`src/rtl/uart_stream_ctrl_if.sv`:
```
// Handshake bundle between the stream controller and the UART core.
interface uart_stream_ctrl_if #(
  parameter int DATA_W = 8
);
  logic [DATA_W-1:0] Rx_Data;
  logic              Rx_Ready;
  logic              Rx_Ack;
  logic [DATA_W-1:0] Tx_Data;
  logic              Tx_Send;
  logic              Tx_Busy;

  // Controller side: consumes RX, produces TX requests.
  modport master (
    input  Rx_Data, Rx_Ready, Tx_Busy,
    output Rx_Ack, Tx_Data, Tx_Send
  );

  // UART core side.
  modport slave (
    output Rx_Data, Rx_Ready, Tx_Busy,
    input  Rx_Ack, Tx_Data, Tx_Send
  );
endinterface

```
`src/rtl/uart_stream_ctrl.sv`:
```
// UART stream controller: pattern generator (Mode 0) or RX->TX echo via FIFO (Mode 1).
module uart_stream_ctrl #(
  parameter int                DATA_W     = 8,
  parameter int                FIFO_DEPTH = 16,
  parameter logic [DATA_W-1:0] FIRST_CHAR = DATA_W'('h41),
  parameter logic [DATA_W-1:0] LAST_CHAR  = DATA_W'('h5A),
  parameter int                GAP_CYCLES = 0
) (
  input  logic                          Clk,
  input  logic                          Reset,
  input  logic                          Enable,
  input  logic                          Mode,
  uart_stream_ctrl_if.master            uart,
  output logic                          Overflow,
  output logic [$clog2(FIFO_DEPTH):0]   Fifo_Count
);
  localparam int AW      = $clog2(FIFO_DEPTH);
  localparam int CW      = AW + 1;
  // A zero gap still costs one GAP cycle.
  localparam int GAP_LEN = (GAP_CYCLES == 0) ? 1 : GAP_CYCLES;
  localparam int GW      = (GAP_LEN > 1) ? $clog2(GAP_LEN) : 1;

  typedef enum logic [1:0] {IDLE, SEND, WAIT, GAP} state_e;

  state_e            state_q, state_d;
  logic [DATA_W-1:0] tx_data_q, pat_q;
  logic [GW-1:0]     gap_cnt_q;
  logic              rx_ack_q, ovf_q, mode_q;
  logic [DATA_W-1:0] mem [FIFO_DEPTH];
  logic [AW-1:0]     wr_ptr_q, rd_ptr_q;
  logic [CW-1:0]     cnt_q;

  logic flush, load, pop, push, full, wr_ok, drop, advance;

  // Next-state logic; a Mode change seen in IDLE flushes instead of sending.
  always_comb begin
    state_d = state_q;
    flush   = 1'b0;
    load    = 1'b0;
    unique case (state_q)
      IDLE: begin
        if (Mode != mode_q) flush = 1'b1;
        else if (Enable && (!mode_q || cnt_q != '0)) begin
          load    = 1'b1;
          state_d = SEND;
        end
      end
      SEND:    if (uart.Tx_Busy) state_d = WAIT;
      WAIT:    if (!uart.Tx_Busy) state_d = GAP;
      GAP:     if (gap_cnt_q == GW'(GAP_LEN - 1)) state_d = IDLE;
      default: state_d = IDLE;
    endcase
  end

  assign pop     = load && mode_q;
  assign advance = (state_q == WAIT) && !uart.Tx_Busy && !mode_q;
  // A character is taken on the edge that raises Rx_Ack; only echo mode keeps it.
  assign push    = uart.Rx_Ready && !rx_ack_q && mode_q && !flush;
  assign full    = (cnt_q == CW'(FIFO_DEPTH));
  assign wr_ok   = push && (!full || pop);
  assign drop    = push && full && !pop;

  // FSM state register.
  always_ff @(posedge Clk) begin
    if (Reset) state_q <= IDLE;
    else       state_q <= state_d;
  end

  // Datapath: FIFO bookkeeping, pattern counter, gap timer, RX ack, TX data.
  always_ff @(posedge Clk) begin
    if (Reset) begin
      tx_data_q <= FIRST_CHAR;
      pat_q     <= FIRST_CHAR;
      gap_cnt_q <= '0;
      rx_ack_q  <= 1'b0;
      ovf_q     <= 1'b0;
      mode_q    <= 1'b0;
      wr_ptr_q  <= '0;
      rd_ptr_q  <= '0;
      cnt_q     <= '0;
    end else begin
      // 4-phase ack is simply Rx_Ready delayed by one cycle.
      rx_ack_q <= uart.Rx_Ready;
      if (flush) begin
        wr_ptr_q <= '0;
        rd_ptr_q <= '0;
        cnt_q    <= '0;
        ovf_q    <= 1'b0;
        pat_q    <= FIRST_CHAR;
        mode_q   <= Mode;
      end else begin
        if (wr_ok) wr_ptr_q <= wr_ptr_q + 1'b1;
        if (pop)   rd_ptr_q <= rd_ptr_q + 1'b1;
        if (wr_ok && !pop)      cnt_q <= cnt_q + CW'(1);
        else if (!wr_ok && pop) cnt_q <= cnt_q - CW'(1);
        if (drop) ovf_q <= 1'b1;
        if (advance) pat_q <= (pat_q == LAST_CHAR) ? FIRST_CHAR : pat_q + 1'b1;
      end
      if (load) tx_data_q <= mode_q ? mem[rd_ptr_q] : pat_q;
      if (state_q == WAIT)     gap_cnt_q <= '0;
      else if (state_q == GAP) gap_cnt_q <= gap_cnt_q + 1'b1;
    end
  end

  // FIFO storage; a full write with a same-cycle pop reuses the slot being read.
  always_ff @(posedge Clk) begin
    if (wr_ok && !Reset) mem[wr_ptr_q] <= uart.Rx_Data;
  end

  assign uart.Rx_Ack  = rx_ack_q;
  assign uart.Tx_Data = tx_data_q;
  assign uart.Tx_Send = (state_q == SEND);
  assign Overflow     = ovf_q;
  assign Fifo_Count   = cnt_q;
endmodule
```
`src/flat_wrapper.sv`:
```
// flat-port wrapper written by rule: the top's interface ports become plain ports
module uart_stream_ctrl_flat 
#(
  parameter int                DATA_W     = 8,
  parameter int                FIFO_DEPTH = 16,
  parameter logic [DATA_W-1:0] FIRST_CHAR = DATA_W'('h41),
  parameter logic [DATA_W-1:0] LAST_CHAR  = DATA_W'('h5A),
  parameter int                GAP_CYCLES = 0
)
  (Clk, Reset, Enable, Mode, Overflow, Fifo_Count, uart_Rx_Data, uart_Rx_Ready, uart_Tx_Busy, uart_Rx_Ack, uart_Tx_Data, uart_Tx_Send);
  uart_stream_ctrl_if #(.DATA_W(DATA_W)) uart_i ();
  input  logic Clk;
  input  logic Reset;
  input  logic Enable;
  input  logic Mode;
  output logic Overflow;
  output logic [$clog2(FIFO_DEPTH):0] Fifo_Count;
  input wire logic [$bits(uart_i.Rx_Data)-1:0] uart_Rx_Data;
  input wire logic [$bits(uart_i.Rx_Ready)-1:0] uart_Rx_Ready;
  input wire logic [$bits(uart_i.Tx_Busy)-1:0] uart_Tx_Busy;
  output wire logic [$bits(uart_i.Rx_Ack)-1:0] uart_Rx_Ack;
  output wire logic [$bits(uart_i.Tx_Data)-1:0] uart_Tx_Data;
  output wire logic [$bits(uart_i.Tx_Send)-1:0] uart_Tx_Send;
  assign uart_i.Rx_Data = uart_Rx_Data;
  assign uart_i.Rx_Ready = uart_Rx_Ready;
  assign uart_i.Tx_Busy = uart_Tx_Busy;
  assign uart_Rx_Ack = uart_i.Rx_Ack;
  assign uart_Tx_Data = uart_i.Tx_Data;
  assign uart_Tx_Send = uart_i.Tx_Send;
  uart_stream_ctrl #(.DATA_W(DATA_W), .FIFO_DEPTH(FIFO_DEPTH), .FIRST_CHAR(FIRST_CHAR), .LAST_CHAR(LAST_CHAR), .GAP_CYCLES(GAP_CYCLES)) u_core (.Clk(Clk), .Reset(Reset), .Enable(Enable), .Mode(Mode), .uart(uart_i), .Overflow(Overflow), .Fifo_Count(Fifo_Count));
endmodule
```
`config.mk`:
```
export PLATFORM = sky130hd
export DESIGN_NAME = uart_stream_ctrl_flat
export DESIGN_NICKNAME = d
export VERILOG_FILES = /design/src/rtl/uart_stream_ctrl_if.sv /design/src/rtl/uart_stream_ctrl.sv /design/src/flat_wrapper.sv
export SDC_FILE = /design/constraint.sdc
export NUM_CORES = 1
export LEC_CHECK = 0
export ABC_AREA = 1
export CORE_MARGIN = 2
export CORE_UTILIZATION = 56
export DETAILED_ROUTE_END_ITERATION = 8
export GPL_ROUTABILITY_DRIVEN = 0
export GPL_TIMING_DRIVEN = 0
export PLACE_DENSITY = 0.83
export SYNTH_ARGS = -nofsm -noshare
export SYNTH_HDL_FRONTEND = slang
export SYNTH_SLANG_ARGS = --single-unit
```
`constraint.sdc`:
```
create_clock -name Clk -period 3.2 [get_ports Clk]
set_clock_uncertainty 0.1 [all_clocks]
set_input_delay 0.32 -clock Clk [delete_from_list [all_inputs] [get_ports Clk]]
set_output_delay 0.32 -clock Clk [all_outputs]
set_load 0.02 [all_outputs]
```
==> impl_metrics.toml, run 1 <==
[outcome]
result_of_the_run = "complete, no violations"

[die]
floorplan.initialDensity = 0.568
floorplan.io_pins = 30
die_height_um = 119
placementRows = 42
core_area_um2 = 13100
fp.dieW_um = 119
floorplan.die_area_um2 = 14200

[finish]
layout-area-overhead-vs-synth_pct = 14.4
final_layout_size_suffix_gt1_frac = 0.0941
antenna_fix_cells = 0
mostFrequentLayoutCells = "sky130_fd_sc_hd__nand2_1 (175), sky130_fd_sc_hd__edfxtp_1 (128), sky130_fd_sc_hd__nand3_1 (81), sky130_fd_sc_hd__nor2_1 (77), sky130_fd_sc_hd__inv_1 (74)"
layout.nets = 816
fillers = 946
layout.cells.most_common = "sky130_fd_sc_hd__nand2_1"
final_core_utilization = 0.650

[grt]
via_count_of_the_first_global_routing_pass = 5182
overflow = 0
global_route_wire_length_before_repair_um = 26700
grt.total_usage = 0.250
maximum_number_of_pins_on_one_net_before_global_route_repair = 17
antenna_found_initial = 0

[worst_setup_path]
timing.rr.end = "u_core.Fifo_Count[4]"
worst-endpoint-arrival_ns = 3.05
startpoint_of_the_lowest_slack_register_to_register_path = "u_core.state_q[0]"
critPathLaunchType = "register"
crit_type = "register to register"
crit_path_end_kind = "register"
r2r_slack_ns = 0.38
worstPathRequired_ns = 3.43
rr_worst_depth = 15
timing.critical_path.fanout_max = 6

[place]
pre_cts_ws_ns = 0.230
numPortBuffers = 29
dpl.hpwl_um = 11200

[yosys]
synth-seq-cells = 167
synth_fp_nets = 768
yosysWarnings = 0
netlist_instances = 737
post_synthesis_sequential_area_ratio = 0.623
yosysUniqueCellTypes = 40
postSynthAreaPerCell_um2 = 10.1
mappedNetlistArea_um2 = 7430

[routing]
detail_route.wl_per_cell_um = 17.6
route.final.wire_length_um = 17100
via_count = 5444
post-route-drc-count = 0
dr.pass1.iters = 5
drtAntennaViolNets = 0
viasPerCell = 5.60
number_of_design_rule_violations_left_by_the_first_detailed_router_iteration = 606

[power_and_ir_drop]
power_leakage_nw = 3.36
p_int_mw = 3.78
power.share.sequential = 0.475
switchingPower_mw = 1.32
p_comb_frac = 0.140
ir_worst_vdd_mv = 0.392
clockPowerShare = 0.385
total_power_consumption_of_the_routed_design_mw = 5.09
power_per_cell_area_nw_per_um2 = 599
power_switching_share = 0.259

[clocking]
cts_max_path_bufs = 2
clk_pin_slew_ns = 0.06
tritoncts_clock_tree = "done"
cts_htree_levels = 4
cts_setup_buffers = 0
cts.sinks = 167
cts-buffers-inserted = 17
hold_buffers = 0
cts_resized = 0
cts_root_buf = "sky130_fd_sc_hd__clkbuf_16"
clock_insertion_delay_worst_skew_ns = 0.43

[worst_hold_path]
hold_path.class = "register to register"
holdCritStartpoint = "u_core.uart.Tx_Data[5]"
hold-path-cell-count = 2
hold-path-endpoint = "u_core.uart.Tx_Data[5]"

[sta]
finalWorstSetupSlack_ns = 0.379
worst_slew_margin_rel = 0.307
report.final.setup_viol = 0
timing.final.crit_share = 0.882
period_minus_slack_ns = 2.82
final_slew_violations = 0
max_clock_freq_mhz = 354
rsz0062_at_grt = "no"
fin_tns_setup_ns = 0
number_of_hold_violations_in_the_final_report = 0
hold_slack_ns = 0.364
worst-slew-pin-transition_ns = 1.04

[run]
max_cap_viol_count = 0
==> stage by stage <==
stage / area [um2] / cells
global placement: 7940 / 942
floorplan: 7430 / 737
detailed placement: 7940 / 942
CTS: 8500 / 973
global route: 8500 / 973
finish: 8500 / 973
==> area by class of cell <==
cell class | count | area [um2] | area share
Sequential cell | 167 | 4620 | 0.544
Multi-Input combinational cell | 459 | 2320 | 0.272
Clock buffer | 20 | 437 | 0.0514
Inverter | 83 | 317 | 0.0372
Timing Repair Buffer | 29 | 290 | 0.0341
Tap cell | 176 | 220 | 0.0259
Buffer | 28 | 171 | 0.0202
Clock inverter | 11 | 125 | 0.0147
==> synthesized netlist by cell type (all sizes together) <==
library cell | n | share of area
o21a | 1 | 0.0010
clkinv | 1 | 0.00050
and2 | 1 | 0.00084
edfxtp | 128 | 0.52
buf | 22 | 0.020
a31oi | 2 | 0.0017
a21oi | 35 | 0.025
dfxtp | 39 | 0.11
nand3 | 83 | 0.058
xor2 | 4 | 0.0047
fa | 1 | 0.0027
nand2 | 183 | 0.10
nor3 | 5 | 0.0049
nor2 | 79 | 0.042
clkbuf | 6 | 0.0030
nand4 | 4 | 0.0083
nor3b | 2 | 0.0020
o211ai | 8 | 0.0081
ha | 16 | 0.027
xnor2 | 1 | 0.0012
o21ai | 32 | 0.022
a211oi | 1 | 0.0010
inv | 82 | 0.042
o221ai | 1 | 0.0012
==> worst max path at each step <==
stage / end / from / cells after the start / slack [ns]
global route: u_core.Fifo_Count[3] / u_core.state_q[0] / 15 / 0.15
detailed placement: u_core.Fifo_Count[4] / Mode / 17 / 0.23
global placement: u_core.Fifo_Count[4] / Mode / 17 / 0.25
CTS: u_core.Fifo_Count[4] / u_core.state_q[0] / 15 / 0.37
finish: u_core.Fifo_Count[4] / u_core.state_q[0] / 15 / 0.38
floorplan: u_core.Fifo_Count[4] / u_core.state_q[0] / 15 / 0.68
==> logic make-up after synthesis <==
logic type | after synthesis | share of synthesized area
AND/OR/NAND/NOR | 357 | 0.217
flip-flops | 167 | 0.623
buffers and inverters | 111 | 0.0657
AO/OA/AOI/OAI | 80 | 0.0596
adder cells (fa/ha/maj) | 17 | 0.0296
XOR/XNOR | 5 | 0.00589
==> metal layers <==
metal | vias up | wire, um | track usage
met5 | - | 0 | 0
met4 | 0 | 521 | 0.124
met3 | 46 | 1650 | 0.0460
met2 | 298 | 8150 | 0.407
met1 | 2540 | 6810 | 0.323
li1 | 2560 | - | -
==> power by group through the flow <==
stage / registers, mW / clock network, mW / logic [mW]
2_1_floorplan: 2.49 / 0 / 0.460
3_3_place_gp: 2.46 / 0 / 0.684
3_5_place_dp: 2.47 / 0 / 0.702
4_1_cts: 2.42 / 1.96 / 0.709
5_1_grt: 2.42 / 2.05 / 0.780
6_report: 2.42 / 1.96 / 0.711
==> sequential cells by signal, indices dropped and copies added, names as in the netlist, 2 cells and up, named ones only <==
name / flops
u_core.pat_q: 8
u_core.state_q: 2
u_core.uart.Tx_Data: 8
u_core.Fifo_Count: 5
u_core.wr_ptr_q: 4
u_core.rd_ptr_q: 4
u_core.mem: 128
==> critical path, stage by stage, from the launching register on <==
cell                      delay (ns)
sky130_fd_sc_hd__dfxtp_1        0.33
sky130_fd_sc_hd__inv_1          0.10
sky130_fd_sc_hd__ha_1           0.42
sky130_fd_sc_hd__nand4_4        0.21
sky130_fd_sc_hd__nand2_4        0.13
sky130_fd_sc_hd__nand2_4        0.10
sky130_fd_sc_hd__inv_2          0.09
sky130_fd_sc_hd__ha_1           0.21
sky130_fd_sc_hd__inv_1          0.13
sky130_fd_sc_hd__ha_1           0.31
sky130_fd_sc_hd__a21oi_1        0.15
sky130_fd_sc_hd__nor2_1         0.06
sky130_fd_sc_hd__o21ai_0        0.14
sky130_fd_sc_hd__nand3_1        0.10
sky130_fd_sc_hd__nor2_1         0.10
sky130_fd_sc_hd__nor2_1         0.05
(Power assumes the default switching activity.)
==> run 2, diff against run 1 <==
- CORE_UTILIZATION: 56 -> 37
- PLACE_DENSITY: 0.83 -> 0.62
- REMOVE_ABC_BUFFERS: unset -> 1
==> impl_metrics.toml, run 2 (synthesis results as in run 1) <==
[outcome]
result_of_the_run = "complete, no violations"

[die]
die_height_um = 146
placementRows = 51
core_area_um2 = 19600
floorplan.initialDensity = 0.379
floorplan.die_area_um2 = 21200
floorplan.io_pins = 30
fp.dieW_um = 146

[worst_setup_path]
crit_type = "register to register"
crit_path_end_kind = "register"
critPathBufInv = 1
worstPathRequired_ns = 3.46
worst-endpoint-arrival_ns = 3.17
crit_chain = "clkinvlp_4 -> nor2_1 -> nand2_1 -> o211ai_1 -> nand3_1 -> nand2_1 -> nand2_1 -> a21oi_1"
critPathLaunchType = "register"
cp_slowest_stage_delay_ns = 0.90
crit_family = "flip-flops"
timing.critical_path.fanout_max = 39
cp_common_cell = "sky130_fd_sc_hd__nand2_1"
crit_path_top_delay_cell = "sky130_fd_sc_hd__dfxtp_2"

[grt]
maximum_number_of_pins_on_one_net_before_global_route_repair = 58
via_count_of_the_first_global_routing_pass = 4619
overflow = 0
grt.total_usage = 0.154
antenna_found_initial = 0
global_route_wire_length_before_repair_um = 25000

[power_and_ir_drop]
p_comb_frac = 0.119
power.share.sequential = 0.449
switchingPower_mw = 1.31
power_leakage_nw = 3.31
power_switching_share = 0.240
p_int_mw = 4.15
power_per_cell_area_nw_per_um2 = 635
clockPowerShare = 0.432
ir_worst_vdd_mv = 0.395

[clocking]
tritoncts_clock_tree = "done"
cts_resized = 0
cts-buffers-inserted = 17
clock_insertion_delay_worst_skew_ns = 0.43
cts_setup_buffers = 0
cts.sinks = 167
hold_buffers = 0
cts_max_path_bufs = 2
cts_htree_levels = 4
clk_pin_slew_ns = 0.06
cts_root_buf = "sky130_fd_sc_hd__clkbuf_16"

[sta]
hold_slack_ns = 0.335
worst-slew-pin-transition_ns = 1.03
max_clock_freq_mhz = 344
final_slew_violations = 0
rsz0062_at_grt = "no"
number_of_hold_violations_in_the_final_report = 0
period_minus_slack_ns = 2.91
report.final.setup_viol = 0
worst_slew_margin_rel = 0.313
timing.final.crit_share = 0.909

[routing]
top_layer = "met4"
drtAntennaViolNets = 0
detail_route.wl_per_cell_um = 15.5
routed-wl-met3_um = 635
post-route-drc-count = 0
wl_met1_um = 7150
viasPerCell = 4.81
detailroute.wirelength.met2_um = 7990
route.final.wire_length_um = 16000
via_count = 4985
number_of_design_rule_violations_left_by_the_first_detailed_router_iteration = 389
dr.pass1.iters = 5

[place]
dpl.hpwl_um = 9940
numPortBuffers = 29
post-place-cells = 1004

[finish]
mostFrequentLayoutCells = "sky130_fd_sc_hd__nand2_1 (175), sky130_fd_sc_hd__edfxtp_1 (128), sky130_fd_sc_hd__nand3_1 (81), sky130_fd_sc_hd__nor2_1 (77), sky130_fd_sc_hd__inv_1 (74)"
instances_no_fill = 1036
final_layout_size_suffix_gt1_frac = 0.0817
largest_reg_flops = 128
antenna_fix_cells = 0
layout-area-overhead-vs-synth_pct = 15.6
largest-register = "u_core.mem"
layout.nets = 789
layout.cells.most_common = "sky130_fd_sc_hd__nand2_1"

[run]
max_cap_viol_count = 0

[worst_hold_path]
hold_path.class = "input pin to register"
==> run 2: cell types whose count changed in the layout (fill, tap and decap cells not counted), sizes merged <==
cell	before	now
bufinv	2	7
clkbuf	26	18
buf	22	1
inv	84	82
clkinvlp	2	3
clkinv	6	5
==> run 2: cell type report <==
class | instances | area [um2]
well taps | 265 | 332
clock inverters | 14 | 254
flip-flops and latches | 167 | 4630
repair buffers | 30 | 310
clock buffers | 18 | 429
inverters | 83 | 320
multi-input cells | 459 | 2320
fillers | 1861 | 11000
==> run 2: through the flow <==
step                      cell area, um2  TNS, ns  total power, mW   util  setup slack, ns
after CTS                           8580        0             5.48  0.438          0.00878
after global placement              7880   -10.76             3.13  0.402            -1.43
after detailed placement            7900        0             3.14  0.403           0.0178
after floorplan                     7260        0             2.92      -            0.270
final                               8590        0             5.45  0.438            0.293
after global routing                8590        0             5.65  0.438           0.0784
==> run 2: path summary, 6_finish.rpt <==
kind,start,endpoint,slack [ns],cells past startpoint
worst min register to register,u_core.uart.Tx_Data[2],u_core.uart.Tx_Data[2],0.36,2
worst max-delay path,register,u_core.uart.Tx_Data[4],0.29,8
worst min-delay path,uart_Rx_Ready,u_core.uart.Rx_Ack,0.33,3
worst max register to register,register,u_core.uart.Tx_Data[4],0.29,8
==> run 2: per-layer routing <==
metal  global-route usage  vias up
li1                     -     2497
met1                0.198     2370
met3               0.0313       19
met5                    0        -
met2                0.262       99
met4               0.0490        0
==> run 2: worst register-to-register path, stage by stage (launching register included) <==
cell,delay (ns)
sky130_fd_sc_hd__dfxtp_2,0.90
sky130_fd_sc_hd__clkinvlp_4,0.84
sky130_fd_sc_hd__nor2_1,0.26
sky130_fd_sc_hd__nand2_1,0.07
sky130_fd_sc_hd__o211ai_1,0.14
sky130_fd_sc_hd__nand3_1,0.17
sky130_fd_sc_hd__nand2_1,0.16
sky130_fd_sc_hd__nand2_1,0.07
sky130_fd_sc_hd__a21oi_1,0.13
==> run 2: power groups by stage <==
stage / sequential, mW / clock, mW / combinational, mW
2_1_floorplan: 2.51 / 0 / 0.407
3_3_place_gp: 2.50 / 0 / 0.634
3_5_place_dp: 2.49 / 0 / 0.649
4_1_cts: 2.45 / 2.38 / 0.656
5_1_grt: 2.46 / 2.47 / 0.726
6_report: 2.45 / 2.36 / 0.648
==> run 3, diff against run 2 <==
--- a/config.mk
+++ b/config.mk
@@ -7,4 +7,5 @@
 export LEC_CHECK = 0
 export ABC_AREA = 1
+export ABC_CLOCK_PERIOD_IN_PS = 3200
 export CORE_MARGIN = 2
 export CORE_UTILIZATION = 37
==> constraint.sdc (replaced) <==
create_clock -name Clk -period 3.2 [get_ports Clk]
set_clock_uncertainty 0.1 [all_clocks]
set_input_delay 0.32 -clock Clk [delete_from_list [all_inputs] [get_ports Clk]]
set_output_delay 0.32 -clock Clk [all_outputs]
set_load 0.05 [all_outputs]
==> results of run 3 <==
The final DEF is identical to that of run 2. Status: complete, no violations.
Among the figures that moved: total power 5.45 mW -> 5.52 mW
